`src/rtl/tstate_if.sv`:
```
// Bus between the control unit and the T-state counter.
// Carries the secondary active-low clear and the registered T-state outputs.
// Optional build macro TSTATE_ONEHOT_EN adds the one-hot T-state output.
interface tstate_if #(
  parameter int STATE_BITS = 3,
  parameter int LAST_STATE = 7
);
  logic                  reset2_bar;
  logic [STATE_BITS-1:0] T;
`ifdef TSTATE_ONEHOT_EN
  logic [LAST_STATE:0]   T_onehot;
`endif

`ifdef TSTATE_ONEHOT_EN
  modport master (output reset2_bar, input T, input T_onehot);
  modport slave  (input reset2_bar, output T, output T_onehot);
`else
  modport master (output reset2_bar, input T);
  modport slave  (input reset2_bar, output T);
`endif
endinterface

```
`src/rtl/tstate.sv`:
```
// Microcode T-state (micro-step) counter for the CPU control unit.
// Counts 0..LAST_STATE on falling clock edges and wraps to 0. Either reset1
// (active-high) or bus.reset2_bar (active-low) clears T to 0 asynchronously.
// T comes straight from negedge flops with async clear, so all bits switch
// together and the only non-clocked transition is the clear itself.
// Optional build macro TSTATE_ONEHOT_EN adds bus.T_onehot, a registered
// one-hot copy of T (bit i high iff T == i) that is 1 while clear is active.
module tstate #(
  parameter int STATE_BITS = 3,
  parameter int LAST_STATE = 7
) (
  input  logic     clk,
  input  logic     reset1,
  tstate_if.slave  bus
);

  localparam logic [STATE_BITS-1:0] LAST_T = STATE_BITS'(LAST_STATE);

  // Both clear sources are asynchronous and merged into one active-high clear.
  logic clear;
  assign clear = reset1 | ~bus.reset2_bar;

  logic [STATE_BITS-1:0] t_p0;
  logic [STATE_BITS-1:0] t_next;

  // Next step: increment, or wrap to 0 after the last step.
  always_comb begin
    t_next = t_p0 + 1'b1;
    if (t_p0 == LAST_T) begin
      t_next = '0;
    end
  end

  // Step register: advances on the falling edge, clear wins over the edge.
  always_ff @(negedge clk or posedge clear) begin
    if (clear) begin
      t_p0 <= '0;
    end else begin
      t_p0 <= t_next;
    end
  end

  assign bus.T = t_p0;

`ifdef TSTATE_ONEHOT_EN
  logic [LAST_STATE:0] oh_p0;
  logic [LAST_STATE:0] oh_next;

  // Decode the next step so the one-hot flops update on the same edge as T.
  always_comb begin
    oh_next = '0;
    for (int i = 0; i <= LAST_STATE; i++) begin
      if (t_next == STATE_BITS'(i)) begin
        oh_next[i] = 1'b1;
      end
    end
  end

  // One-hot register: same clocking and clear as the binary step register.
  always_ff @(negedge clk or posedge clear) begin
    if (clear) begin
      oh_p0 <= (LAST_STATE + 1)'(1);
    end else begin
      oh_p0 <= oh_next;
    end
  end

  assign bus.T_onehot = oh_p0;
`endif

endmodule

```
`src/flat_wrapper.sv`:
```
// flat-port wrapper written by rule: the top's interface ports become plain ports
module tstate_flat 
#(
  parameter int STATE_BITS = 3,
  parameter int LAST_STATE = 7
)
  (clk, reset1, bus_reset2_bar, bus_T);
  tstate_if #(.STATE_BITS(STATE_BITS), .LAST_STATE(LAST_STATE)) bus_i ();
  input  logic clk;
  input  logic reset1;
  input wire logic [$bits(bus_i.reset2_bar)-1:0] bus_reset2_bar;
  output wire logic [$bits(bus_i.T)-1:0] bus_T;
  assign bus_i.reset2_bar = bus_reset2_bar;
  assign bus_T = bus_i.T;
  tstate #(.STATE_BITS(STATE_BITS), .LAST_STATE(LAST_STATE)) u_core (.clk(clk), .reset1(reset1), .bus(bus_i));
endmodule
```
`config.mk`:
```
export PLATFORM = sky130hd
export DESIGN_NAME = tstate_flat
export DESIGN_NICKNAME = d
export VERILOG_FILES = /design/src/rtl/tstate_if.sv /design/src/rtl/tstate.sv /design/src/flat_wrapper.sv
export SDC_FILE = /design/constraint.sdc
export NUM_CORES = 1
export LEC_CHECK = 0
export ABC_AREA = 1
export ABC_CLOCK_PERIOD_IN_PS = 2800
export CELL_PAD_IN_SITES_DETAIL_PLACEMENT = 0
export CELL_PAD_IN_SITES_GLOBAL_PLACEMENT = 1
export CORE_AREA = 2 2 39 41
export DETAILED_ROUTE_END_ITERATION = 12
export DIE_AREA = 0 0 41 43
export PLACE_DENSITY_LB_ADDON = 0.1
export SYNTH_ARGS = -nofsm -noshare
export SYNTH_HDL_FRONTEND = slang
export SYNTH_SLANG_ARGS = --single-unit
```
`constraint.sdc`:
```
create_clock -name clk -period 2.8 [get_ports clk]
set_clock_uncertainty 0.1 [all_clocks]
set_input_delay 0.56 -clock clk [delete_from_list [all_inputs] [get_ports clk]]
set_output_delay 0.56 -clock clk [all_outputs]
set_load 0.02 [all_outputs]
```
==> results.py <==
metrics = {
    "synthesis": {
        "synth_edf_count": 0,
        "synth.net_count": 13,
        "synth_largest_area_cell": "dfrtn_1",
        "syn_area_per_cell_um2": 14.2,
        "synth_ff_type": "dfrtn_1",
        "async_reset_ff_frac": 1.00,
        "seq_area_frac_synth": 0.659,
        "ys_top_cells_by_count": "3 x dfrtn_1, 2 x ha_1, 1 x inv_1, 1 x nor2_1, 1 x nor2_2",
        "synth-seq-cells": 3,
        "netlist_area_um2": 114,
        "synth_cell_types": 5,
        "ys_warn_count": 0,
        "synth_top_area_share": 0.659,
        "yosysMostFrequentCell": "dfrtn_1",
        "synth.area.top_cells": "dfrtn_1 66%, ha_1 22%, nor2_2 5.5%, inv_1 3.3%, nor2_1 3.3%",
        "synthCells": 8,
    },
    "drt": {
        "dr.pass1.iters": 1,
        "vias": 98,
        "drt_wl_total_um": 262,
        "routedWlPerCell_um": 7.08,
        "routed_via_density": 2.65,
        "drc_errors": 0,
        "antenna_left": 0,
        "drt_iter0_markers": 0,
    },
    "die": {
        "core_area_um2": 1380,
        "dieWidth_um": 41,
        "ioPinCount": 6,
        "initial_core_util": 0.0823,
        "die-area_um2": 1760,
        "die_y_um": 43,
        "num_rows": 14,
    },
    "clock_network": {
        "cts_buffer_depth": 2,
        "cts_buffers": 3,
        "worst_skew_pair.late_latency_ps": 250,
        "cts_htree_levels": 1,
        "cts.sink_count": 3,
        "clock-root-buffer": "clkbuf_4",
        "ctsHoldBuffers": 0,
        "cts.clk_slew.worst_paths_ps": 30,
        "tritoncts": "built",
    },
    "final_layout": {
        "largest_reg_flops": 3,
        "multi_input_area_um2": 35.0,
        "seq_area_um2": 75.1,
        "instances_no_fill": 37,
        "n_fill_cell": 155,
        "diodes": 0,
        "finalNetCount": 27,
        "drive_gt1_frac": 0.524,
        "area_growth_pct": 114,
    },
    "pwr": {
        "leakage_nw": 0.129,
        "vdd_ir_drop_max_mv": 0.111,
        "powerDensity_nw_per_um2": 511,
    },
    "hold_path": {
        "hold_depth": 2,
        "min_path_type": "reg -> reg",
    },
    "critical_path": {
        "worstPathArrival_ps": 2180,
        "cp.buffers_inverters": 1,
        "cp-end-kind": "primary output",
        "worst-setup-path-type": "reg -> out",
        "cp.depth": 1,
        "cpMaxStageDelayCell": "dfrtn_1",
        "crit_required_ps": 2140,
        "path_cells": "buf_6",
        "ff2ff_path_depth": 3,
        "path_delay_family": "flip-flops",
        "path_max_fanout": 2,
        "cpPeakStageDelay_ps": 410,
        "cp-start-kind": "flip-flop",
    },
    "sta": {
        "slew_headroom": 0.869,
        "slew_viol_final": 0,
        "finalSetupViolCount": 3,
        "worst_slew_pin_slew_ps": 197,
        "setup_slack_ps": -43.8,
        "rsz0062_at_grt": "yes",
        "hold_viol_final": 0,
    },
    "placed_design": {
        "io_buffers": 5,
        "placedCellCount": 31,
        "gp_congestion": 0.671,
        "post-place-ws_ps": -276,
    },
    "global_routing": {
        "grt_start_max_net_pins": 4,
        "overflow": 0,
        "antenna_found_initial": 0,
        "track_usage": 0.0433,
        "grt_first_pass_wirelength_um": 400,
        "grt_pass1_vias": 102,
    },
    "flow_run": {
        "max_cap_violations": 0,
    },
    "status": {
        "failed_checks": "setup timing",
        "status": "finished, violations left",
    },
}
-- placed cells by master, fill, tap and decap left out --
cell type,instances
clkbuf_4,3
ha_1,2
inv_1,1
nor2_2,1
buf_4,4
clkdlybuf4s50_1,2
clkbuf_1,1
buf_6,3
nor2_1,1
dfrtn_1,3
-- per-layer routing --
metal | vias to the layer above | share of wire | global-route usage
met2 | 2 | 0.55 | 0.0406
met1 | 46 | 0.40 | 0.0388
met3 | 0 | 0.038 | 0.0157
met5 | - | 0 | 0
met4 | 0 | 0 | 0.100
li1 | 50 | - | -
-- where the power goes --
part	leakage, nW	switching (mW)	internal [mW]
clock	0.0150	0.0228	0.0534
sequential	0.0388	0	0.0438
combinational	0.0747	0.00171	0.00283
total	0.129	0.0245	0.100
-- timing repair --
| item | in CTS | in global routing |
|---|---|---|
| gates resized for setup | 18 | 0 |
| endpoints found under the setup margin | 3 | 3 |
| setup buffers | 2 | 0 |
-- metrics by stage --
step | hold slack [ps] | util | area, um2 | power (mW) | TNS (ps)
floorplan | 365 | - | 114 | 0.0457 | 0
global placement | 356 | 0.144 | 199 | 0.0489 | -772
detailed placement | 355 | 0.144 | 199 | 0.0490 | -775
CTS | 415 | 0.176 | 244 | 0.130 | -170
global route | 431 | 0.176 | 244 | 0.132 | -200
finish | 404 | 0.176 | 244 | 0.125 | -123
-- path summary, 6_finish.rpt --
check                      slack [ps]              end            start
max in group asynchronous         590  u_core.bus.T[1]   bus_reset2_bar
min in group asynchronous        1760  u_core.bus.T[2]           reset1
min reg2reg                       400  u_core.bus.T[0]  u_core.bus.T[0]
min                               400  u_core.bus.T[0]  u_core.bus.T[0]
max                               -40         bus_T[0]  u_core.bus.T[0]
max reg2reg                      1600  u_core.bus.T[2]  u_core.bus.T[0]
-- logic make-up after synthesis --
kind of cell,after synthesis,share of synthesized area
buffers and inverters,1,0.0329
DFF,3,0.659
adders and majority gates,2,0.220
and+or+nand+nor,2,0.0879
-- cell type report --
class,instances,area share
multi-input cells,4,0.144
repair buffers,9,0.344
clock buffers,4,0.108
well taps,16,0.0821
inverters,1,0.0154
flip-flops and latches,3,0.308
No activity file was read; power rests on OpenSTA's default activity.
